### src/rtl/maze_pkg.sv
// Shared definitions for the maze memory arbiter: grant states, coordinate width
// and requester ids.
package maze_pkg;

    typedef enum logic [1:0] {
        IDLE = 2'd0,
        G0   = 2'd1,
        G1   = 2'd2
    } state_t;

    localparam int   MAZE_ADDR_W = 4;
    localparam logic REQ_SOLVER  = 1'b0;
    localparam logic REQ_AUX     = 1'b1;

endpackage

### src/rtl/rr_pick2.sv
// Combinational 2-way round-robin picker: a tie goes to the requester that was
// not granted last.
module rr_pick2
    import maze_pkg::*;
(
    input  logic [1:0] cand,
    input  logic       last,
    output logic       vld,
    output logic       id
);

    always_comb begin
        vld = |cand;
        if (&cand) id = ~last;
        else       id = cand[REQ_AUX];
    end

endmodule

### src/rtl/maze_mem_arbiter.sv
// Round-robin arbiter sharing the single-port maze memory between the solver and an aux client.
// Optional burst lock is compiled in when MAZE_ARB_LOCK_EN is defined.
module maze_mem_arbiter
    import maze_pkg::*;
#(
    parameter int ADDR_W   = MAZE_ADDR_W,
    parameter int LOCK_MAX = 8
) (
    input  logic              CLK,
    input  logic              RST,
    input  logic              req0,
    input  logic              req1,
    input  logic              wr0,
    input  logic              wr1,
    input  logic [ADDR_W-1:0] x0,
    input  logic [ADDR_W-1:0] y0,
    input  logic [ADDR_W-1:0] x1,
    input  logic [ADDR_W-1:0] y1,
    input  logic              din0,
    input  logic              din1,
`ifdef MAZE_ARB_LOCK_EN
    input  logic              lock0,
    input  logic              lock1,
`endif
    output logic              ack0,
    output logic              ack1,
    output logic              dout0,
    output logic              dout1,
    output logic [ADDR_W-1:0] X,
    output logic [ADDR_W-1:0] Y,
    output logic              D_in,
    output logic              RD,
    output logic              WR,
    input  logic              D_out
);

    if (LOCK_MAX < 1) begin : g_lock_max_check
        $error("LOCK_MAX must be at least 1");
    end

    state_t     state;
    state_t     nxt;
    logic       last;
    logic [1:0] cand;
    logic       pick_vld;
    logic       pick_id;
    logic       g0;
    logic       g1;

    // The requester being acked this cycle still shows its old req, so it is
    // excluded from the next arbitration.
    assign cand = {req1 && (state != G1), req0 && (state != G0)};

    rr_pick2 u_pick (
        .cand (cand),
        .last (last),
        .vld  (pick_vld),
        .id   (pick_id)
    );

`ifdef MAZE_ARB_LOCK_EN
    localparam int CNT_W = $clog2(LOCK_MAX + 1);
    logic [CNT_W-1:0] cnt;
    logic             cap_hit;

    assign cap_hit = (cnt >= CNT_W'(LOCK_MAX));
`endif

    always_comb begin
        nxt = IDLE;
        if (pick_vld) nxt = (pick_id == REQ_AUX) ? G1 : G0;
`ifdef MAZE_ARB_LOCK_EN
        if (state == G0 && lock0 && req0 && !(req1 && cap_hit))      nxt = G0;
        else if (state == G1 && lock1 && req1 && !(req0 && cap_hit)) nxt = G1;
`endif
    end

    always_ff @(posedge CLK or posedge RST) begin
        if (RST) begin
            state <= IDLE;
            last  <= REQ_AUX;
        end else begin
            state <= nxt;
            if (nxt != IDLE) last <= (nxt == G1) ? REQ_AUX : REQ_SOLVER;
        end
    end

`ifdef MAZE_ARB_LOCK_EN
    // Counts grants in the current burst, including the one in progress.
    always_ff @(posedge CLK or posedge RST) begin
        if (RST)                cnt <= '0;
        else if (nxt == IDLE)   cnt <= '0;
        else if (nxt != state)  cnt <= CNT_W'(1);
        else if (!cap_hit)      cnt <= cnt + 1'b1;
    end
`endif

    // A grant whose requester has already dropped req makes no access.
    assign g0 = (state == G0) && req0;
    assign g1 = (state == G1) && req1;

    always_comb begin
        X     = '0;
        Y     = '0;
        D_in  = 1'b0;
        RD    = 1'b0;
        WR    = 1'b0;
        ack0  = 1'b0;
        ack1  = 1'b0;
        dout0 = 1'b0;
        dout1 = 1'b0;
        if (g0) begin
            X     = x0;
            Y     = y0;
            D_in  = din0;
            WR    = wr0;
            RD    = !wr0;
            ack0  = 1'b1;
            dout0 = D_out;
        end else if (g1) begin
            X     = x1;
            Y     = y1;
            D_in  = din1;
            WR    = wr1;
            RD    = !wr1;
            ack1  = 1'b1;
            dout1 = D_out;
        end
    end

endmodule
### config.mk
export PLATFORM = sky130hd
export DESIGN_NAME = maze_mem_arbiter
export DESIGN_NICKNAME = d
export VERILOG_FILES = /design/src/rtl/maze_pkg.sv /design/src/rtl/rr_pick2.sv /design/src/rtl/maze_mem_arbiter.sv
export SDC_FILE = /design/constraint.sdc
export NUM_CORES = 1
export LEC_CHECK = 0
export BUFFER_PORTS_ARGS = -buffer_cell sky130_fd_sc_hd__buf_4
export CAP_MARGIN = 40
export CORE_AREA = 2 2 39 41
export DETAILED_ROUTE_END_ITERATION = 8
export DIE_AREA = 0 0 41 43
export REMOVE_ABC_BUFFERS = 1
export SYNTH_ARGS = -nofsm -noshare
export SYNTH_HDL_FRONTEND = slang
export SYNTH_SLANG_ARGS = --single-unit
### constraint.sdc
create_clock -name CLK -period 1.74 [get_ports CLK]
set_clock_uncertainty 0.1 [all_clocks]
set_input_delay 0.174 -clock CLK [delete_from_list [all_inputs] [get_ports CLK]]
set_output_delay 0.174 -clock CLK [all_outputs]
set_load 0.1 [all_outputs]
==> out/qor.yml, run 1 <==
final_layout:
  final_area_um2: 741
  area_growth_pct: 134
  drive_gt1_frac: 0.645
  layoutNonFillerInstCount: 92
  n_antenna_cell: 0
  nNetsFinal: 102
synthesis:
  syn_area_um2: 317
  ys_top_cells_by_count: "a22o_1, a21oi_1"
  yosysTopAreaCell: "a22o_1"
  synth-adder-area-share: 0
  synth-xor-area-share: 0
  synth.avg_cell_area_um2: 9.31
  synthMuxAreaShare: 0
  ys.flop_type: "dfrtp_1"
  synth_top_family_by_area: "compound AO/OA/AOI/OAI gates"
  synth_edf_count: 0
  yosysTopAreaCellShare: 0.277
  ys_seq_area_frac: 0.241
  synth_cell_type_count: 19
  synth_async_sr_flop_share: 1.00
  yosys_warnings: 0
  ys_ff_latch: 3
  yosys-top-cells-area: "a22o_1, dfrtp_1, dfstp_2"
  yosysMostFrequentCell: "a22o_1"
  yosys.area_share.simple: 0.213
  syn_inst: 34
  synth-compound-area-share: 0.391
drt:
  drt-total-wl_um: 979
  drc_errors: 0
  first_pass_iters: 2
  ant_nets: 0
  vias: 430
  routed_via_density: 4.67
  first_iter_violations: 2
  wl_per_cell_um: 10.6
flow_run:
  cap_violations: 0
place:
  portBuffers: 39
  dpl_cell_area_um2: 598
  dpl.cell_count: 87
  gp_congestion: 0.639
  place_ws_ns: 0.221
  dp_hpwl_um: 736
die:
  pin_count: 40
  rows: 14
  die_area_um2: 1760
  initial_core_util: 0.229
  fp.dieH_um: 43
  core_area_um2: 1380
  dieWidth_um: 41
timing:
  fmax_ghz: 0.595
  post-route-min-period_ns: 1.68
  slew_headroom: 0.814
  min_period_over_period: 0.965
  worst_pin_slew_ns: 0.281
  drv_slew: 0
  setup_violations: 0
  fin_ws_ns: 0.0604
  hold_viol: 0
  whs_ns: 0.0951
critical_path:
  cp_max_fo: 11
  crit_path_end_kind: "primary output"
  cp.required_ns: 1.47
  cp.arrival_ns: 1.41
  start_kind: "flop"
  critPathKind: "reg2out"
grt:
  grt_remaining_overflow: 0
  grt_max_degree: 12
  antenna_found_initial: 0
  grt.total_usage: 0.108
  grt_pass1_vias: 341
  grt_pass1_wl_um: 1270
clock_tree:
  clk_latency_ns: 0.23
  htreeDepth: 1
  cts_setup_buffers: 0
  cts_buffers: 3
  root_buffer: "clkbuf_4"
  cts_tree: "yes"
  clock_path_buffers: 2
  cts_sinks: 3
  path_clk_slew_ns: 0.04
power_and_ir_drop:
  fin_total_pwr_mw: 0.843
  vdd_ir_drop_max_mv: 0.526
  p_leak_nw: 0.384
  p_per_area_nw_per_um2: 1140
run_status:
  status: "finished, final reports clean"
hold_path:
  hold_path_class: "in2reg"
registers in the layout (all words and copies together), names as in the netlist:
register / count
state: 2
last: 1
path summary, 6_finish.rpt:
kind	slack, ns	depth (start not counted)	end	from
max	0.06	5	D_in	state[0]$_DFF_PP0_
min	0.1	2	state[0]$_DFF_PP0_	req0
min in group asynchronous	0.26	3	state[0]$_DFF_PP0_	RST
max reg2reg	0.67	3	state[1]$_DFF_PP0_	state[0]$_DFF_PP0_
min reg2reg	0.41	2	last$_DFFE_PP1P_	last$_DFFE_PP1P_
max in group asynchronous	1.07	3	last$_DFFE_PP1P_	RST
critical path, stage by stage (launching register included):
cell     delay, ns
dfrtp_1       0.36
and2b_4       0.28
nand2_4       0.07
inv_6         0.09
a22o_1        0.15
buf_6         0.22
layout make-up:
cell class                 instances  area, µm²
tap                               16       20.0
sequential                         3       76.3
inverter                           4       22.5
fill                             134        643
clock buffer                       4       26.3
multi-input combinational         25        191
timing repair buffer              40        404
timing repair:
item,4_1_cts,5_1_grt
pin swaps,0,1
hold buffers,1,0
hold endpoints to repair,3,0
endpoints found under the setup margin,10,11
cloned,0,0
resized for setup,10,17
power breakdown:
part	total (mW)	switching (mW)	internal, mW
Sequential	0.112	0.0145	0.0978
Combinational	0.605	0.399	0.206
Clock	0.125	0.0392	0.0861
Total	0.843	0.452	0.390
logic make-up (layout without fill, tap and decap cells):
family,Yosys count,in the layout
flip-flops,3,3
AND/OR/NAND/NOR,9,9
AO/OA/AOI/OAI,16,16
buffers and inverters,6,48
cell usage in the layout (no fill, tap or decap), types with 2 or more instances in the layout:
cell       n
and3_1     2
o21a_1     2
buf_12     6
a21oi_1    3
buf_6      3
dfrtp_1    2
clkbuf_4   3
buf_8      2
inv_1      2
buf_4     28
a22o_1    10
metal layers:
metal | track usage | up-vias | wire length (µm)
li1 | - | 212 | -
met1 | 0.0968 | 188 | 334
met2 | 0.178 | 28 | 484
met3 | 0.0262 | 2 | 144
met4 | 0.100 | 0 | 16
met5 | 0 | - | 0
stage by stage:
| step | utilization | setup TNS (ns) |
|---|---|---|
| 2_1_floorplan | - | -4.95 |
| 3_3_place_gp | 0.432 | 0 |
| 3_5_place_dp | 0.432 | 0 |
| 4_1_cts | 0.486 | 0 |
| 5_1_grt | 0.535 | -0.00526 |
| 6_report | 0.535 | 0 |
(Power assumes the default switching activity.)
==> run 2, diff against run 1 <==
--- a/config.mk
+++ b/config.mk
@@ -8,6 +8,8 @@
 export BUFFER_PORTS_ARGS = -buffer_cell sky130_fd_sc_hd__buf_4
 export CAP_MARGIN = 40
 export CORE_AREA = 2 2 39 41
+export CTS_BUF_LIST = sky130_fd_sc_hd__clkbuf_8
+export CTS_CLUSTER_DIAMETER = 100
 export DETAILED_ROUTE_END_ITERATION = 8
 export DIE_AREA = 0 0 41 43
 export REMOVE_ABC_BUFFERS = 1
==> out/qor.yml, run 2 (synthesized netlist as in run 1, its figures left out) <==
grt:
  grt_pass1_vias: 339  # was 341
  grt_remaining_overflow: 0  # unchanged
  antenna_found_initial: 0  # unchanged
  grt_pass1_wl_um: 1300  # was 1270 µm
  grt_max_degree: 12  # unchanged
  grt.total_usage: 0.110  # was 0.108
critical_path:
  critPathKind: "reg2out"  # unchanged
  crit_buf_inv: 2  # unchanged
  r2r_start: "state[0]$_DFF_PP0_"  # unchanged
  reg2reg_slack_ns: 0.67  # about the same
  cp.required_ns: 1.47  # about the same
  ff2ff_path_depth: 3  # unchanged
  cp_max_fo: 11  # unchanged
  start_kind: "flop"  # unchanged
  cp.arrival_ns: 1.40  # was 1.41 ns
  cp_top_family: "flip-flops"  # unchanged
  critPathMaxStageDelay_ns: 0.36  # about the same
  r2r_end: "state[1]$_DFF_PP0_"  # unchanged
  cp_cell_sequence: "and2b_4, nand2_4, inv_4, a22o_1, buf_6"  # was and2b_4, nand2_4, inv_6, a22o_1, buf_6
  crit_path_end_kind: "primary output"  # unchanged
  cpMaxStageDelayCell: "dfrtp_1"  # unchanged
  cp_num_cells: 5  # unchanged
timing:
  setup_violations: 0  # unchanged
  min_period_over_period: 0.963  # was 0.965
  slew_headroom: 0.814  # about the same
  post-route-min-period_ns: 1.68  # about the same
  worst_pin_slew_ns: 0.282  # was 0.281 ns
  fmax_ghz: 0.597  # was 0.595 GHz
  drv_slew: 0  # unchanged
  hold_viol: 0  # unchanged
place:
  dp_hpwl_um: 736  # unchanged
  dpl.cell_count: 87  # unchanged
  gp_congestion: 0.639  # unchanged
  dpl_cell_area_um2: 598  # unchanged
  portBuffers: 39  # unchanged
clock_tree:
  path_clk_slew_ns: 0.03  # was 0.04 ns
  cts_tree: "yes"  # unchanged
  cts_sinks: 3  # unchanged
  clock_path_buffers: 2  # unchanged
  htreeDepth: 1  # unchanged
  cts_buffers: 3  # unchanged
  clk_latency_ns: 0.22  # was 0.23 ns
  root_buffer: "clkbuf_8"  # was clkbuf_4
final_layout:
  nNetsFinal: 102  # unchanged
  drive_gt1_frac: 0.645  # unchanged
  regMostFlops: "state"  # unchanged
  layout_common_cells: "buf_4, a22o_1, buf_6, buf_8"  # was buf_4, a22o_1, buf_12
  n_antenna_cell: 0  # unchanged
  final_area_um2: 708  # was 741 µm²
  register_area_um2: 76.3  # unchanged
  area_growth_pct: 124  # was 134%
  multiInputGateArea_um2: 191  # unchanged
  final_common_cell: "buf_4"  # unchanged
  layoutNonFillerInstCount: 92  # unchanged
  reg_top3: "state: 2 flops, last: 1 flops"  # unchanged
  fillers: 138  # was 134
  largest_reg_flops: 2  # unchanged
drt:
  first_pass_iters: 3  # was 2
  first_iter_violations: 2  # unchanged
  routed_via_density: 4.65  # was 4.67
  drc_errors: 0  # unchanged
  wl_per_cell_um: 10.2  # was 10.6 µm
  drt-total-wl_um: 935  # was 979 µm
  ant_nets: 0  # unchanged
  vias: 428  # was 430
power_and_ir_drop:
  vdd_ir_drop_max_mv: 0.533  # was 0.526 mV
  p_per_area_nw_per_um2: 1240  # was 1140 nW/µm²
  p_leak_nw: 0.384  # about the same
die:
  dieWidth_um: 41  # unchanged
  initial_core_util: 0.229  # unchanged
  fp.dieH_um: 43  # unchanged
  die_area_um2: 1760  # unchanged
  pin_count: 40  # unchanged
  rows: 14  # unchanged
  core_area_um2: 1380  # unchanged
hold_path:
  hold_path_class: "in2reg"  # unchanged
  holdPathStages: 2  # unchanged
  holdCritStartpoint: "req0"  # unchanged
  holdPathEnd: "state[0]$_DFF_PP0_"  # unchanged
flow_run:
  cap_violations: 0  # unchanged
run_status:
  status: "finished, final reports clean"  # unchanged
[run 2: cell types whose count changed in the layout (fill, tap and decap cells not counted), moves of 2 or more]
cell,previous run,this run
buf_12,6,0
buf_6,3,6
clkbuf_4,3,0
clkbuf_8,0,3
buf_8,2,4
[run 2: metal layers]
layer,vias to the layer above,track usage,wire length (µm)
li1,211,-,-
met1,187,0.103,337
met2,28,0.178,452
met3,2,0.0262,130
met4,0,0.100,15
met5,-,0,0
[run 2: stage by stage]
step | setup WS [ns] | util | setup TNS [ns] | hold WS, ns | total power, mW
after floorplan | -0.704 | - | -4.95 | -0.173 | 0.524
after global placement | 0.224 | 0.432 | 0 | -0.0478 | 0.645
after detailed placement | 0.221 | 0.432 | 0 | -0.0485 | 0.646
after CTS | 0.0294 | 0.499 | 0 | 0.106 | 0.877
after global routing | -0.00268 | 0.512 | -0.00268 | 0.128 | 0.919
final | 0.0645 | 0.512 | 0 | 0.112 | 0.879
[run 2: worst max-delay path by stage]
stage | slack, ns | startpoint | end
detailed placement | 0.22 | state[1]$_DFF_PP0_ | D_in
finish | 0.06 | state[0]$_DFF_PP0_ | D_in
global route | -0.003 | state[0]$_DFF_PP0_ | X[0]
CTS | 0.03 | state[1]$_DFF_PP0_ | D_in
floorplan | -0.70 | state[0]$_DFF_PP0_ | RD
global placement | 0.22 | state[1]$_DFF_PP0_ | X[3]
[run 2: area by class of cell]
cell class,count,area share
repair buffers,40,0.502
multi-input cells,25,0.270
clock inverters,1,0.00530
well taps,16,0.0283
clock buffers,3,0.0583
inverters,4,0.0283
flip-flops and latches,3,0.108
[run 2: timing repair]
| item | 4_1_cts | 5_1_grt |
|---|---|---|
| hold endpoints to repair | 3 | 0 |
| endpoints found under the setup margin | 10 | 10 |
| buffers inserted | 0 | 0 |
| gates resized for setup | 10 | 5 |
| pin swaps | 0 | 0 |
| hold buffers | 1 | 0 |
[run 2: report_power, final]
group	total (mW)	leakage, nW	internal (mW)	switching, mW
registers	0.112	0.0355	0.0980	0.0145
clock network	0.199	0.0269	0.150	0.0486
logic	0.568	0.322	0.176	0.392
